### src/rtl/gamepad_param_ctrl.sv
// Gamepad-driven render parameter controller.
// Samples the buttons once per frame (frame_tick) and turns them into camera
// position, render level and render mode. Directions auto-repeat; A/B/Select/
// Start act on rising edges only.
// Ports:
//   clk, reset            - clock, synchronous active-high reset
//   frame_tick            - one-cycle pulse per video frame
//   btn_*                 - decoded button levels, 1 = pressed
//   is_present            - controller connected; 0 forces all buttons released
//   cam_x, cam_y          - camera coordinates, saturating at 0 / X_MAX / Y_MAX
//   level, mode           - render level (wraps mod 4) and render mode flag
//   params_changed        - one-cycle pulse when any parameter output changed
module gamepad_param_ctrl #(
    parameter int unsigned STEP         = 4,
    parameter int unsigned X_MAX        = 639,
    parameter int unsigned Y_MAX        = 479,
    parameter int unsigned X_INIT       = 320,
    parameter int unsigned Y_INIT       = 240,
    parameter int unsigned REPEAT_DELAY = 30,
    parameter int unsigned REPEAT_RATE  = 6
) (
    input  logic       clk,
    input  logic       reset,
    input  logic       frame_tick,
    input  logic       btn_up,
    input  logic       btn_down,
    input  logic       btn_left,
    input  logic       btn_right,
    input  logic       btn_a,
    input  logic       btn_b,
    input  logic       btn_start,
    input  logic       btn_select,
    input  logic       is_present,
    output logic [9:0] cam_x,
    output logic [9:0] cam_y,
    output logic [1:0] level,
    output logic       mode,
    output logic       params_changed
);

    localparam int unsigned NDIR = 4;
    // Direction indices
    localparam int unsigned D_UP    = 0;
    localparam int unsigned D_DOWN  = 1;
    localparam int unsigned D_LEFT  = 2;
    localparam int unsigned D_RIGHT = 3;

    localparam logic [1:0] S_IDLE   = 2'd0;
    localparam logic [1:0] S_DELAY  = 2'd1;
    localparam logic [1:0] S_REPEAT = 2'd2;

    logic [1:0] state_q [NDIR];
    logic [1:0] state_d [NDIR];
    logic [7:0] cnt_q   [NDIR];
    logic [7:0] cnt_d   [NDIR];

    logic [9:0] cam_x_q, cam_x_d;
    logic [9:0] cam_y_q, cam_y_d;
    logic [1:0] level_q, level_d;
    logic       mode_q, mode_d;
    logic       changed_q, changed_d;

    // Previous-sample registers for the edge-triggered buttons
    logic a_q, b_q, start_q, select_q;

    logic [NDIR-1:0] press_c;
    logic [NDIR-1:0] step_c;
    logic a_c, b_c, start_c, select_c;
    logic a_edge_c, b_edge_c, start_edge_c, select_edge_c;
    logic [10:0] x_ext_c, y_ext_c, sum_c;

    // Effective button levels: absent controller reads as all released;
    // opposing directions pressed together cancel each other.
    always_comb begin
        press_c[D_UP]    = is_present & btn_up    & ~btn_down;
        press_c[D_DOWN]  = is_present & btn_down  & ~btn_up;
        press_c[D_LEFT]  = is_present & btn_left  & ~btn_right;
        press_c[D_RIGHT] = is_present & btn_right & ~btn_left;
        a_c              = is_present & btn_a;
        b_c              = is_present & btn_b;
        start_c          = is_present & btn_start;
        select_c         = is_present & btn_select;
        a_edge_c         = frame_tick & a_c      & ~a_q;
        b_edge_c         = frame_tick & b_c      & ~b_q;
        start_edge_c     = frame_tick & start_c  & ~start_q;
        select_edge_c    = frame_tick & select_c & ~select_q;
    end

    // Per-direction auto-repeat FSMs
    always_comb begin
        for (int i = 0; i < NDIR; i++) begin
            state_d[i] = state_q[i];
            cnt_d[i]   = cnt_q[i];
            step_c[i]  = 1'b0;
            if (frame_tick) begin
                if (start_edge_c || !press_c[i]) begin
                    state_d[i] = S_IDLE;
                    cnt_d[i]   = 8'd0;
                end else begin
                    case (state_q[i])
                        S_IDLE: begin
                            step_c[i]  = 1'b1;
                            cnt_d[i]   = 8'd0;
                            state_d[i] = S_DELAY;
                        end
                        S_DELAY: begin
                            if (cnt_q[i] + 8'd1 == 8'(REPEAT_DELAY)) begin
                                step_c[i]  = 1'b1;
                                cnt_d[i]   = 8'd0;
                                state_d[i] = S_REPEAT;
                            end else begin
                                cnt_d[i] = cnt_q[i] + 8'd1;
                            end
                        end
                        S_REPEAT: begin
                            if (cnt_q[i] + 8'd1 == 8'(REPEAT_RATE)) begin
                                step_c[i] = 1'b1;
                                cnt_d[i]  = 8'd0;
                            end else begin
                                cnt_d[i] = cnt_q[i] + 8'd1;
                            end
                        end
                        default: begin
                            state_d[i] = S_IDLE;
                            cnt_d[i]   = 8'd0;
                        end
                    endcase
                end
            end
        end
    end

    // Parameter updates; Start overrides everything else on the same tick
    always_comb begin
        cam_x_d = cam_x_q;
        cam_y_d = cam_y_q;
        level_d = level_q;
        mode_d  = mode_q;
        x_ext_c = {1'b0, cam_x_q};
        y_ext_c = {1'b0, cam_y_q};
        sum_c   = 11'd0;

        if (step_c[D_RIGHT]) begin
            sum_c   = x_ext_c + 11'(STEP);
            cam_x_d = (sum_c > 11'(X_MAX)) ? 10'(X_MAX) : sum_c[9:0];
        end else if (step_c[D_LEFT]) begin
            cam_x_d = (x_ext_c < 11'(STEP)) ? 10'd0 : 10'(x_ext_c - 11'(STEP));
        end

        if (step_c[D_DOWN]) begin
            sum_c   = y_ext_c + 11'(STEP);
            cam_y_d = (sum_c > 11'(Y_MAX)) ? 10'(Y_MAX) : sum_c[9:0];
        end else if (step_c[D_UP]) begin
            cam_y_d = (y_ext_c < 11'(STEP)) ? 10'd0 : 10'(y_ext_c - 11'(STEP));
        end

        if (a_edge_c && !b_edge_c) begin
            level_d = level_q + 2'd1;
        end else if (b_edge_c && !a_edge_c) begin
            level_d = level_q - 2'd1;
        end

        if (select_edge_c) begin
            mode_d = ~mode_q;
        end

        if (start_edge_c) begin
            cam_x_d = 10'(X_INIT);
            cam_y_d = 10'(Y_INIT);
            level_d = 2'd0;
            mode_d  = 1'b0;
        end

        changed_d = (cam_x_d != cam_x_q) || (cam_y_d != cam_y_q) ||
                    (level_d != level_q) || (mode_d != mode_q);
    end

    // State registers; parameters move only on frame ticks
    always_ff @(posedge clk) begin
        if (reset) begin
            for (int i = 0; i < NDIR; i++) begin
                state_q[i] <= S_IDLE;
                cnt_q[i]   <= 8'd0;
            end
            cam_x_q   <= 10'(X_INIT);
            cam_y_q   <= 10'(Y_INIT);
            level_q   <= 2'd0;
            mode_q    <= 1'b0;
            changed_q <= 1'b0;
            a_q       <= 1'b0;
            b_q       <= 1'b0;
            start_q   <= 1'b0;
            select_q  <= 1'b0;
        end else begin
            changed_q <= 1'b0;
            if (frame_tick) begin
                for (int i = 0; i < NDIR; i++) begin
                    state_q[i] <= state_d[i];
                    cnt_q[i]   <= cnt_d[i];
                end
                cam_x_q   <= cam_x_d;
                cam_y_q   <= cam_y_d;
                level_q   <= level_d;
                mode_q    <= mode_d;
                changed_q <= changed_d;
                a_q       <= a_c;
                b_q       <= b_c;
                start_q   <= start_c;
                select_q  <= select_c;
            end
        end
    end

    assign cam_x          = cam_x_q;
    assign cam_y          = cam_y_q;
    assign level          = level_q;
    assign mode           = mode_q;
    assign params_changed = changed_q;

endmodule

### config.mk
export PLATFORM = sky130hd
export DESIGN_NAME = gamepad_param_ctrl
export DESIGN_NICKNAME = d
export VERILOG_FILES = /design/src/rtl/gamepad_param_ctrl.sv
export SDC_FILE = /design/constraint.sdc
export NUM_CORES = 1
export LEC_CHECK = 0
export ABC_AREA = 1
export CAP_MARGIN = 10
export CORE_MARGIN = 8
export CORE_UTILIZATION = 45
export DETAILED_ROUTE_END_ITERATION = 8
export PLACE_DENSITY_LB_ADDON = 0.12
export SYNTH_ARGS = -nofsm -noshare
export SYNTH_HDL_FRONTEND = slang
export SYNTH_SLANG_ARGS = --single-unit
### constraint.sdc
create_clock -name clk -period 2.7 [get_ports clk]
set_input_delay 0.81 -clock clk [delete_from_list [all_inputs] [get_ports clk]]
set_output_delay 0.81 -clock clk [all_outputs]
set_load 0.01 [all_outputs]
; ---- Word-level counts from Yosys, hierarchy flattened
; Memories as Yosys holds them, arrays and structs flattened.
; Index checks and enable logic that the tools add are counted.
; W data, S select, Z words.
[word_totals]
register_bits = 28
latch_bits = 0
ramBits = 40
rom_bits = 0
n_memories = 2
[classes]
addsub = 10
n_mul = 0
div_mod_pow = 0
order_cmp = 4
eq_ne = 20
n_shift = 0
muxes = 84
bitwise_logic = 38
reduce_logical = 20
[memory_table]
columns = memory, depth, word_bits, rd, rd_ports_with_merged_regs, wr, line_no
row1 = cnt_q, 4, 8, 4, 0, 4, 54  ; logic [7:0] cnt_q [NDIR];
row2 = state_q, 4, 2, 4, 0, 4, 52  ; logic [1:0] state_q [NDIR];
[op_table]
columns = cell, n
row1 = $mux W8, 20
row2 = $mux W10, 10
row3 = $pmux W8 S2, 4
row4 = $mux W2, 19
row5 = $add A8 B1 Y8 const B, 4
row6 = $eq A8 B3 Y1 const B, 4
row7 = $eq A8 B5 Y1 const B, 4
row8 = $pmux W2 S3, 4
row9 = $mux W1, 23
row10 = $add A10 B3 Y11 const B, 2
row11 = $and A1 B1 Y1, 20
row12 = $lt A10 B3 Y1 const B, 2
row13 = $ne A10 B10 Y1, 2
row14 = $sub A10 B3 Y10 const B, 2
row15 = $pmux W1 S3, 4
row16 = $gt A11 B10 Y1 const B, 1
row17 = $gt A11 B9 Y1 const B, 1
row18 = $not A1 Y1, 10
row19 = $eq A2 B1 Y1 const B, 4
row20 = $eq A2 B2 Y1 const B, 4
row21 = $logic_not A2 Y1, 4
row22 = $or A1 B1 Y1, 8
row23 = $logic_or A1 B1 Y1, 7
row24 = $logic_not A1 Y1, 6
row25 = 6 further kinds, 7

; ---- Longest topological paths before layout
; An unclocked memory read counts as a cell.
[depth]
depth_word = 14
depth_mapped = 22

; ---- Worst setup path before layout
; Ideal clock, no wire load.
[synth_timing]
kind = in2reg
startpoint = input is_present
endpoint = register changed_q (netlist: params_changed)
setup_time_ns = 0.115
t_arrival_ns = 2.354
t_required_ns = 2.585
path_slack_ns = 0.231
cell_stages = 18
path_buffers = 2
cell_sequence = nand2_1 > inv_2 > nand3_2 > buf_4 > nand4_1 > nor3_1 > nand2_2 > buf_6 > o21ai_2 > inv_2 > nand3_2 > nand2_1 > nor2_1 > nand2_1 > nor2_1 > nand2_1 > nor2_1 > nor2_1
[synth_via]
elab_chain_len = 13
word_cells_on_any_way = 58
[synth_rtl]
columns = item, line_no
row1 = from (decl), 33  ; input logic is_present,
row2 = "$and A1 B1 Y1, on equally long branches", "81, 75, 77"
row3 = "$and A1 B1 Y1, on equally long branches", "85, 75, 77"
row4 = $and A1 B1 Y1 / $logic_not A1 Y1 (equally long branches), "85, 96"
row5 = $logic_or A1 B1 Y1, 96  ; if (start_edge_c || !press_c[i]) begin
row6 = $mux W1, 96
row7 = $mux W1, 95  ; if (frame_tick) begin
row8 = "$mux W10, on equally long branches", "146, 153"
row9 = "$mux W10, on equally long branches", "143, 150"
row10 = $mux W10, 167  ; if (start_edge_c) begin
row11 = $ne A10 B10 Y1, 174  ; changed_d = (cam_x_d != cam_x_q) || (cam_y_d != cam_y_q) ||
row12 = $logic_or A1 B1 Y1 (2 in a row), 174
row13 = $logic_or A1 B1 Y1 *, 175  ; (level_d != level_q) || (mode_d != mode_q);
row14 = to (signal assigned), 205  ; changed_q <= changed_d;
row15 = to (decl), 61  ; logic changed_q, changed_d;
; Every way passes the cells marked *; elsewhere a longest branch is shown, timed or not.
; A chain may end at the register's enable or synchronous reset.

; ---- Worst setup path after layout
[layout_timing]
startpoint = input btn_down
endpoint = register changed_q (netlist: params_changed)
[layout_via]
elab_chain_len = 13
word_cells_on_any_way = 19
[layout_rtl]
columns = item, line_no
row1 = from (decl), 26  ; input logic btn_down,
row2 = $not A1 Y1, 75  ; press_c[D_UP] = is_present & btn_up & ~btn_down;
row3 = $and A1 B1 Y1, 75
row4 = $logic_not A1 Y1, 96
row5 = $logic_or A1 B1 Y1, 96
row6 = $mux W1, 96
row7 = $mux W1, 95
row8 = $mux W10, 153  ; end else if (step_c[D_UP]) begin
row9 = $mux W10 *, 150  ; if (step_c[D_DOWN]) begin
row10 = $mux W10 *, 167
row11 = $ne A10 B10 Y1 *, 174
row12 = $logic_or A1 B1 Y1 * (2 in a row), 174
row13 = $logic_or A1 B1 Y1 *, 175
; Marked as above.

==> summary.txt <==
Final routed DRC violation total = 0
Global-route wire length before repair = 24,920 um
Kind of end point of the critical path = register
Leak Pwr = 3.346 nW
Yosys warns = 0
WP buf/inv = 2
FF+latch area = 1767 um^2
Initial Util = 45.37%
Maximum fanout along the worst path = 5
Max_cap viols = 0
Clk Latency, worst-skew pair = 0.34 ns
Crit path top cell by count = nor2_1
Slew Viols, Final = 0
Tcrit/Tclk final = 94.23%
Synth area leaders = edfxtp_1, nand2_1, dfxtp_1
Reg-to-reg slack, setup = 0.21 ns
Avg Vias per Cell = 5.046
Status = finished clean
DRT iter0 DRCs = 338
CTS clk-pin slew, worst paths = 0.06 ns
Yosys top cell by area = edfxtp_1
Delay-heaviest family, CP = simple AND/OR/NAND/NOR gates
Area delta synth->final = 28.08%
Pre-CTS WS = -0.4102 ns
Setup ws final = 0.1559 ns
FMAX = 393.1 MHz
Least-Margin Pin Slew = 0.4220 ns
Max stage delay on crit path = 0.50 ns
Reg2reg start = cnt_q[2][0]
Most common cell after layout, fill and taps aside = nand2_1
Most frequent cells in the layout = nand2_1, inv_1, nor2_1
Data arrival time of the worst path = 2.77 ns
Nets@finish = 1,001
Layout cells sized above 1 = 19.69%
Wire length per cell = 13.20 um
Number of cells on the critical path = 14
Hold path depth = 2
Fin util = 58.11%
VDD IR-drop max = 0.2111 mV
Vias = 5,712
Req. time, crit path = 2.93 ns
Num CTS Buffers = 9
Final wirelength = 14,940 um
Endpoints failing setup = 0
IO Pins = 36
DP HPWL = 11,310 um
Root Buffer = clkbuf_16
Critical Setup Path Class = in -> reg
CTS tree = done
Final ANT Viol Nets = 0
Core ar. = 12,470 um^2
Max Clock Skew = 0.007719 ns
Hold_sp = select_q
PwrDens = 381.8 nW/um^2
Fin crit period = 2.544 ns
Hold/Removal Path Class = reg -> reg
Slowest-stage cell, CP = clkdlybuf4s50_1
Hold Fails Final Rpt = 0
Mapped Area = 5655 um^2
Seq cells post-synth = 68
H-Tree Depth = 3
GRT overflow = 0
Post-synthesis average cell area = 6.741 um^2
Post-synth cell types = 38
Hold worst-path end = select_q
Placer congestion estimate = 0.9475
Die W = 128.1 um
DR pass1 iterations = 5
IO buf count = 35
Crit path cell chain = clkdlybuf4s50_1 > nor3_2 > nand2_2 > nor3_4 > buf_6 > nand3_2 > nand3_1 > nand2_1 > nor2_1 > nand4_1 > nor2_1 > nand2_1 > nor2_1 > nor2_1
Vias in the first global route = 5,406
Setup_tns = 0 ns
Cts hold-fix bufs = 0
CP startpoint kind = input port
RSZ-0062 raised after global routing = false
Largest buffer count on any clock path = 2
FP Rows = 41
Fillers = 1,187
Seq/Total Area, Yosys = 31.15%
Final std cells w/o fill = 1,132
Max_slew headroom = 71.83%
Multi-input logic area = 3480 um^2
Cells after synthesis = 839
Chip Height = 128.1 um
Cells after DPL = 1,097
Initial antenna violation count = 0
Post-Syn Nets = 885
Reg2Reg Depth = 19
Clock sink total = 68
Die ar. = 16,410 um^2
Post-synth top area share = 21.24%
Pin count of the biggest net entering global routing = 33
Critical R2R Capture = params_changed
Diodes inserted = 0
Overall Global Routing Usage = 18.59%
## Yosys cell counts
cell type	instances
buf_6	3
edfxtp_1	40
or2_2	2
nand2_4	2
nor3b_1	1
nand2_1	209
o21ai_0	22
nor4_1	1
nor3_4	2
o31ai_1	2
o2111a_1	1
nand3_4	2
o21ai_1	8
a21oi_1	28
nand3b_1	11
clkinv_1	1
nand4_1	20
clkbuf_1	3
nand3_1	86
nor2_1	124
buf_2	4
dfxtp_1	28
nor3_1	10
nand3_2	17
o21ai_2	3
a211oi_1	2
inv_2	2
nor3_2	1
o211ai_1	4
buf_4	5
xnor2_1	1
xor2_1	8
nor2_4	2
nand2_2	15
nor2_2	8
ha_1	34
inv_1	125
a31o_2	2
## metrics by stage
stage / instance area, um^2 / power (W) / hold WS [ns]
final: 7243 / 0.002766 / 0.4709
after global routing: 7243 / 0.002897 / 0.4946
after CTS: 6965 / 0.002749 / 0.4719
after detailed placement: 6639 / 0.001673 / 0.4592
after global placement: 6639 / 0.001664 / 0.4423
after floorplan: 5655 / 0.001492 / 0.4289
## area by class of cell
type	count	area share, %
Multi-Input combinational cell	630	48.04
Sequential cell	68	24.39
Timing Repair Buffer	118	14.30
Inverter	128	6.685
Clock buffer	11	3.213
Tap cell	172	2.971
Clock inverter	5	0.3973
## routing by layer
metal / up-vias / track usage, % / share of wire (%)
li1: 2942 / - / -
met5: - / 0 / 0
met3: 23 / 3.661 / 3.6
met1: 2644 / 22.34 / 45
met4: 0 / 6.783 / 1.7
met2: 103 / 32.14 / 49
## how the worst max path moves through the flow
| stage | slack, ns | startpoint | end |
|---|---|---|---|
| 2_1_floorplan | 0.23 | is_present | params_changed |
| 3_3_place_gp | -0.37 | is_present | params_changed |
| 3_5_place_dp | -0.41 | is_present | params_changed |
| 4_1_cts | 0.00006 | is_present | params_changed |
| 5_1_grt | 0.006 | cnt_q[3][0] | params_changed |
| 6_report | 0.16 | btn_down | params_changed |
## sequential cells by signal, summed over array words and instances, names as in the netlist
register and count:
cnt_q 32, cam_x 10, cam_y 10, state_q 8
level 2, a_q 1, b_q 1, mode 1
params_changed 1, select_q 1, start_q 1
## report_power, final
group	total, W	internal, W	switching, W
Clock	0.00107	0.000616	0.000455
Sequential	0.00119	0.00114	0.0000493
Combinational	0.000506	0.000216	0.000290
Total	0.00277	0.00197	0.000795
## tightest hold or removal path: cells and delay by family, from the launching register on
kind             cells  cell delay [ns]
AO/OA/AOI/OAI        1             0.06
AND/OR/NAND/NOR      1             0.05
flip-flops           1             0.33
## cell families after synthesis
group,share of synthesized area (%)
fa+ha+maj,7.522
buf+inv,10.31
xor+xnor,1.394
compound gates,7.168
simple gates,42.46
flops,31.15
## timing repair
| action | CTS | global route |
|---|---|---|
| buffers inserted | 3 | 14 |
| gates resized for setup | 5 | 47 |
| setup endpoints to repair | 1 | 1 |
| pin swaps | 3 | 18 |
| gates cloned | 1 | 1 |
No activity file was read; power rests on OpenSTA's default activity.
